**src/rtl/cpu_step_controller_if.sv**
```systemverilog
// Board-side signal bundle for cpu_step_controller.
// master: the board/CPU side driving buttons, PC feedback and breakpoint setup.
// slave : the step controller itself.
interface cpu_step_controller_if;
    logic        btn_step;
    logic        sw_run;
    logic [31:0] pc_fe;
    logic [31:0] bp_addr;
    logic        bp_en;
    logic        cpu_clk;
    logic        halted;
    logic        bp_hit;
    logic [31:0] cycle_count;

    modport master (
        output btn_step, sw_run, pc_fe, bp_addr, bp_en,
        input  cpu_clk, halted, bp_hit, cycle_count
    );

    modport slave (
        input  btn_step, sw_run, pc_fe, bp_addr, bp_en,
        output cpu_clk, halted, bp_hit, cycle_count
    );
endinterface

```
**src/rtl/cpu_step_controller.sv**
```systemverilog
// cpu_step_controller: drives the CPU clock from the board clock, either as a
// free-running divided clock (run switch) or as single pulses (step button).
// Both buttons are synchronized and debounced. Halts when the fetch PC fed back
// from the CPU matches the breakpoint address.
// Optional feature macro: STEP_BREAKPOINT_EN (breakpoint comparator and bp_hit).
module cpu_step_controller #(
    parameter int DIV      = 4,
    parameter int DEBOUNCE = 16
) (
    input  logic                  clk,
    input  logic                  rst_n,
    cpu_step_controller_if.slave  bus
);

    localparam int PW = $clog2(DIV) + 1;
    localparam int DW = $clog2(DEBOUNCE + 1);

    localparam logic [PW-1:0] PH_ZERO = PW'(0);
    localparam logic [PW-1:0] PH_ONE  = PW'(1);
    localparam logic [PW-1:0] PH_LAST = PW'(DIV - 1);
    localparam logic [DW-1:0] DB_ZERO = DW'(0);
    localparam logic [DW-1:0] DB_ONE  = DW'(1);
    localparam logic [DW-1:0] DB_LAST = DW'(DEBOUNCE - 1);

    typedef enum logic [1:0] {
        ST_IDLE = 2'd0,
        ST_HIGH = 2'd1,
        ST_LOW  = 2'd2
    } state_t;

    // Index 0: step button, index 1: run switch.
    logic [1:0]    raw_s;
    logic [1:0]    sync1_r;
    logic [1:0]    sync_r;
    logic [1:0]    db_r;
    logic [1:0]    db_q_r;
    logic [DW-1:0] db_cnt_r [2];

    state_t        state_r;
    state_t        state_nx;
    logic [PW-1:0] phase_r;
    logic [PW-1:0] phase_nx;

    logic          cpu_clk_r;
    logic          halted_r;
    logic          bp_hit_r;
    logic [31:0]   cycle_count_r;

    logic          cpu_clk_nx;
    logic          halted_nx;
    logic          bp_hit_nx;
    logic [31:0]   cycle_count_nx;

    logic          step_req_s;
    logic          run_s;
    logic          run_fall_s;
    logic          phase_done_s;
    logic          bp_match_s;
    logic          bp_set_s;
    logic          bp_clr_step_s;
    logic          count_inc_s;

    // Address comparator used on the last LOW cycle, once pc_fe has settled.
    function automatic logic bp_compare(input logic en, input logic [31:0] pc,
                                        input logic [31:0] addr);
        return en && (pc == addr);
    endfunction

    assign raw_s        = {bus.sw_run, bus.btn_step};
    assign step_req_s   = db_r[0] & ~db_q_r[0];
    assign run_s        = db_r[1];
    assign run_fall_s   = ~db_r[1] & db_q_r[1];
    assign phase_done_s = (phase_r == PH_LAST);

`ifdef STEP_BREAKPOINT_EN
    assign bp_match_s = bp_compare(bus.bp_en, bus.pc_fe, bus.bp_addr);
`else
    logic unused_bp_s;
    assign unused_bp_s = bp_compare(bus.bp_en, bus.pc_fe, bus.bp_addr);
    assign bp_match_s  = 1'b0;
`endif

    // Two-flop synchronizers followed by per-input stability-counter debounce.
    always_ff @(posedge clk or negedge rst_n) begin
        if (!rst_n) begin
            sync1_r <= 2'b00;
            sync_r  <= 2'b00;
            db_r    <= 2'b00;
            db_q_r  <= 2'b00;
            for (int i = 0; i < 2; i++) begin
                db_cnt_r[i] <= DB_ZERO;
            end
        end else begin
            sync1_r <= raw_s;
            sync_r  <= sync1_r;
            db_q_r  <= db_r;
            for (int i = 0; i < 2; i++) begin
                if (sync_r[i] != db_r[i]) begin
                    if (db_cnt_r[i] == DB_LAST) begin
                        db_r[i]     <= sync_r[i];
                        db_cnt_r[i] <= DB_ZERO;
                    end else begin
                        db_cnt_r[i] <= db_cnt_r[i] + DB_ONE;
                    end
                end else begin
                    db_cnt_r[i] <= DB_ZERO;
                end
            end
        end
    end

    // FSM state and phase counter register.
    always_ff @(posedge clk or negedge rst_n) begin
        if (!rst_n) begin
            state_r <= ST_IDLE;
            phase_r <= PH_ZERO;
        end else begin
            state_r <= state_nx;
            phase_r <= phase_nx;
        end
    end

    // Next-state logic: IDLE waits for run/step, HIGH and LOW each last DIV cycles.
    always_comb begin
        state_nx      = state_r;
        phase_nx      = phase_r;
        bp_set_s      = 1'b0;
        bp_clr_step_s = 1'b0;
        count_inc_s   = 1'b0;
        case (state_r)
            ST_IDLE: begin
                phase_nx = PH_ZERO;
                if (run_s && !bp_hit_r) begin
                    state_nx    = ST_HIGH;
                    count_inc_s = 1'b1;
                end else if (step_req_s) begin
                    state_nx      = ST_HIGH;
                    count_inc_s   = 1'b1;
                    bp_clr_step_s = 1'b1;
                end else begin
                    state_nx = ST_IDLE;
                end
            end
            ST_HIGH: begin
                if (phase_done_s) begin
                    state_nx = ST_LOW;
                    phase_nx = PH_ZERO;
                end else begin
                    phase_nx = phase_r + PH_ONE;
                end
            end
            ST_LOW: begin
                if (phase_done_s) begin
                    phase_nx = PH_ZERO;
                    if (bp_match_s) begin
                        state_nx = ST_IDLE;
                        bp_set_s = 1'b1;
                    end else if (run_s) begin
                        state_nx    = ST_HIGH;
                        count_inc_s = 1'b1;
                    end else begin
                        state_nx = ST_IDLE;
                    end
                end else begin
                    phase_nx = phase_r + PH_ONE;
                end
            end
            default: begin
                state_nx = ST_IDLE;
                phase_nx = PH_ZERO;
            end
        endcase
    end

    // Output logic: next values of the registered outputs, decoded from the next state.
    always_comb begin
        cpu_clk_nx     = (state_nx == ST_HIGH);
        halted_nx      = (state_nx == ST_IDLE);
        cycle_count_nx = cycle_count_r;
        if (count_inc_s) begin
            cycle_count_nx = cycle_count_r + 32'd1;
        end else begin
            cycle_count_nx = cycle_count_r;
        end
`ifdef STEP_BREAKPOINT_EN
        if (bp_set_s) begin
            bp_hit_nx = 1'b1;
        end else if (bp_clr_step_s || run_fall_s) begin
            bp_hit_nx = 1'b0;
        end else begin
            bp_hit_nx = bp_hit_r;
        end
`else
        bp_hit_nx = 1'b0;
`endif
    end

    // Output registers: cpu_clk is a flop so the CPU never sees a glitch.
    always_ff @(posedge clk or negedge rst_n) begin
        if (!rst_n) begin
            cpu_clk_r     <= 1'b0;
            halted_r      <= 1'b1;
            bp_hit_r      <= 1'b0;
            cycle_count_r <= 32'd0;
        end else begin
            cpu_clk_r     <= cpu_clk_nx;
            halted_r      <= halted_nx;
            bp_hit_r      <= bp_hit_nx;
            cycle_count_r <= cycle_count_nx;
        end
    end

    assign bus.cpu_clk     = cpu_clk_r;
    assign bus.halted      = halted_r;
    assign bus.bp_hit      = bp_hit_r;
    assign bus.cycle_count = cycle_count_r;

endmodule

```
**src/flat_wrapper.sv**
```systemverilog
// flat-port wrapper written by rule: the top's interface ports become plain ports
module cpu_step_controller_flat 
#(
    parameter int DIV      = 4,
    parameter int DEBOUNCE = 16
)
  (clk, rst_n, bus_btn_step, bus_sw_run, bus_pc_fe, bus_bp_addr, bus_bp_en, bus_cpu_clk, bus_halted, bus_bp_hit, bus_cycle_count);
  cpu_step_controller_if bus_i ();
  input  logic clk;
  input  logic rst_n;
  input wire logic [$bits(bus_i.btn_step)-1:0] bus_btn_step;
  input wire logic [$bits(bus_i.sw_run)-1:0] bus_sw_run;
  input wire logic [$bits(bus_i.pc_fe)-1:0] bus_pc_fe;
  input wire logic [$bits(bus_i.bp_addr)-1:0] bus_bp_addr;
  input wire logic [$bits(bus_i.bp_en)-1:0] bus_bp_en;
  output wire logic [$bits(bus_i.cpu_clk)-1:0] bus_cpu_clk;
  output wire logic [$bits(bus_i.halted)-1:0] bus_halted;
  output wire logic [$bits(bus_i.bp_hit)-1:0] bus_bp_hit;
  output wire logic [$bits(bus_i.cycle_count)-1:0] bus_cycle_count;
  assign bus_i.btn_step = bus_btn_step;
  assign bus_i.sw_run = bus_sw_run;
  assign bus_i.pc_fe = bus_pc_fe;
  assign bus_i.bp_addr = bus_bp_addr;
  assign bus_i.bp_en = bus_bp_en;
  assign bus_cpu_clk = bus_i.cpu_clk;
  assign bus_halted = bus_i.halted;
  assign bus_bp_hit = bus_i.bp_hit;
  assign bus_cycle_count = bus_i.cycle_count;
  cpu_step_controller #(.DIV(DIV), .DEBOUNCE(DEBOUNCE)) u_core (.clk(clk), .rst_n(rst_n), .bus(bus_i));
endmodule
```
**config.mk**
```make
export PLATFORM = sky130hd
export DESIGN_NAME = cpu_step_controller_flat
export DESIGN_NICKNAME = d
export VERILOG_FILES = /design/src/rtl/cpu_step_controller_if.sv /design/src/rtl/cpu_step_controller.sv /design/src/flat_wrapper.sv
export SDC_FILE = /design/constraint.sdc
export NUM_CORES = 1
export LEC_CHECK = 0
export CORE_AREA = 2 2 77 79
export CTS_BUF_LIST = sky130_fd_sc_hd__clkbuf_16
export DETAILED_ROUTE_END_ITERATION = 12
export DIE_AREA = 0 0 79 81
export PLACE_DENSITY = 0.83
export SLEW_MARGIN = 20
export SYNTH_ARGS = -nofsm -noshare
export SYNTH_HDL_FRONTEND = slang
export SYNTH_SLANG_ARGS = --single-unit
export TNS_END_PERCENT = 1
```
**constraint.sdc**
```tcl
create_clock -name clk -period 6.1 [get_ports clk]
set_input_delay 0.61 -clock clk [delete_from_list [all_inputs] [get_ports clk]]
set_output_delay 0.61 -clock clk [all_outputs]
set_load 0.01 [all_outputs]
```
==> impl_metrics.toml <==
[timing]
period_needed_ns = 2.40
slew_viol_final = 0
final.setup.tns_ns = 0
worstMarginPinSlew_ns = 0.679
setup_viol = 0
rsz0062_at_grt = "no"
fmax_mhz = 417
hold_violations = 0
fin_skew_ns = 0.00565
slew_headroom_pct = 54.8
min_period_over_period_pct = 39.3

[clock_tree]
htree_levels = 2
cts_tree = "done"
cts.reportedPaths.clkPinSlew_ns = 0.07
ctsResizeCount = 0
worstSkewPairLatency_ns = 0.29
ctsHoldBuffers = 0
clock_sinks = 56
cts_setup_buffers = 0
cts_buffers = 5
cts_root_buf = "clkbuf_16"
cts_max_path_buffers = 2

[critical_path]
r2r-end = "u_core.bus.cycle_count[29]"
r2r_setup_slack_ns = 3.70
endpoint_kind = "flop"
rr_startpoint = "u_core.bus.cycle_count[2]"
critPathKind = "flop to flop"
startpoint = "u_core.bus.cycle_count[2]"
critPathArrivalTime_ns = 2.57
crit_required_ns = 6.28
crit_end = "u_core.bus.cycle_count[29]"
cp_max_fo = 17
reg2reg_depth = 4
start_kind = "flop"

[pwr]
irDropWorstVdd_mv = 0.115
power_switching_mw = 0.144
p_sw_share_pct = 17.9
clkPwrFrac_pct = 50.6
p_leak_nw = 1.51
comb_power_share_pct = 2.1
power_mw = 0.802
p_per_area_nw_per_um2 = 256
seq_power_share_pct = 47.3
internal_power_mw = 0.659

[floorplanning]
core_um2 = 5680
row_count = 28
pin_count = 104
dieArea_um2 = 6400
die_x_um = 79
die_h_um = 81
start_util_pct = 43.5

[yosys]
synthTopCellsByArea = "dfrtp_1, xor2_1, ha_1"
syn_inst = 215
synthesis.area_um2 = 2470
synth_edf_count = 0
synth-seq-cells = 56
syn-num-nets = 292
ys_seq_area_share_pct = 56.8
yosysTopAreaCell = "dfrtp_1"
synth_common_cells = "dfrtp_1, xor2_1, nor2_1"
yosysMostFrequentCell = "dfrtp_1"
async_reset_ff_share_pct = 100
yosysTopAreaCellShare_pct = 55.8
synth_warnings = 0
synth_cell_types = 35
avgSynthCellArea_um2 = 11.5
synth_ff_type = "dfrtp_1"

[routing]
dr.pass1.iters = 4
drt-initial-drc-count = 63
final_antenna_net_count = 0
routedWlPerCell_um = 13.2
drc = 0
vias = 1649
routed_wl_um = 4370
via_per_inst = 4.97

[final_layout]
layout-drive-gt1-share_pct = 6.61
n_antenna_cell = 0
area_delta_synth_final_pct = 27.1
nets = 333

[grt]
overflow = 0
grt_max_degree = 57
grt_first_pass_wirelength_um = 7680
grt.total_usage_pct = 15.2
antenna_found_initial = 0
grt_pass1_vias = 1670

[flow_run]
max_cap_violations = 0

[status]
status = "finished clean"

[hold_path]
hold_class = "flop to flop"

[placement]
gp_congestion = 0.824
portBuffers = 37
post-dp-hpwl_um = 2920
-- metrics by stage --
step	area, um^2	setup WS (ns)	hold slack, ns	instances	util (%)
2_1_floorplan	2470	4.02	0.314	215	-
3_3_place_gp	2920	3.74	0.337	324	51.5
3_5_place_dp	2920	3.72	0.336	324	51.5
4_1_cts	3140	3.70	0.351	332	55.3
5_1_grt	3140	3.59	0.363	332	55.3
6_report	3140	3.70	0.350	332	55.3
-- sequential cells by signal, indices dropped and copies added (netlist names) --
name	count
u_core.bus.cpu_clk	1
u_core.bus.cycle_count	32
u_core.bus.halted	1
u_core.db_cnt_r	10
u_core.db_q_r	1
u_core.db_r	2
u_core.phase_r	3
u_core.state_r	2
u_core.sync1_r	2
u_core.sync_r	2
-- layout by cell type (no fill, tap or decap), drive strengths merged, types with 2 or more instances in the layout --
cell | Yosys | final
nor3 | 13 | 13
and3b | 2 | 2
o221ai | 2 | 2
and3 | 2 | 2
and2 | 6 | 6
nand4 | 2 | 2
mux2 | 3 | 3
xnor2 | 9 | 9
clkbuf | 2 | 5
nand3 | 12 | 12
ha | 8 | 8
o21ai | 2 | 2
nor2 | 14 | 14
inv | 12 | 12
nand2 | 10 | 10
clkdlybuf4s50 | 0 | 36
bufinv | 0 | 3
buf | 4 | 4
nor2b | 2 | 2
dfrtp | 55 | 55
xor2 | 28 | 28
a21oi | 2 | 2
nor4 | 9 | 9
or4 | 2 | 2
and4 | 5 | 5
-- final cells by class --
class	count	area (um^2)
clock buffer	5	125
clock inverter	3	90.1
fill	496	2540
inverter	12	45.0
multi-input combinational	141	992
sequential	56	1400
tap	75	93.8
timing repair buffer	40	388
-- cells by family after synthesis --
logic type,count (synthesis),synth area share [%]
AO/OA/AOI/OAI,9,2.38
buffers and inverters,18,2.99
multiplexers,3,1.37
XOR/XNOR,37,13.1
AND/OR/NAND/NOR,83,19.1
flip-flops,56,56.8
other,1,0.152
adder cells (fa/ha/maj),8,4.05
-- metal layers --
metal,GRT usage (%),part of all wire [%],vias to the layer above
met5,0,0,-
met2,25.1,46,37
met1,20.3,48,791
li1,-,-,816
met3,3.78,4.9,5
met4,3.97,1.1,0
-- worst max-delay path: stages, from the launching register on --
cell,delay (ns)
dfrtp_1,0.49
nand4_4,0.21
or4_1,0.81
or4_1,0.63
xnor2_1,0.14
-- power groups by stage --
stage | clock (mW) | combinational (mW) | sequential, mW
finish | 0.406 | 0.0170 | 0.379
CTS | 0.411 | 0.0179 | 0.379
floorplan | 0 | 0.00702 | 0.386
global route | 0.426 | 0.0209 | 0.380
global placement | 0 | 0.0175 | 0.386
detailed placement | 0 | 0.0178 | 0.387
-- worst min path at each step --
stage | from | to | slack [ns] | cells after the start
2_1_floorplan | rst_n | u_core.bus.cpu_clk | 0.31 | 0
3_3_place_gp | u_core.sync1_r[1] | u_core.sync_r[1] | 0.34 | 0
3_5_place_dp | u_core.sync1_r[1] | u_core.sync_r[1] | 0.34 | 0
4_1_cts | u_core.sync1_r[1] | u_core.sync_r[1] | 0.35 | 0
5_1_grt | u_core.sync1_r[1] | u_core.sync_r[1] | 0.36 | 0
6_report | u_core.sync1_r[1] | u_core.sync_r[1] | 0.35 | 0
(Power assumes the default switching activity.)
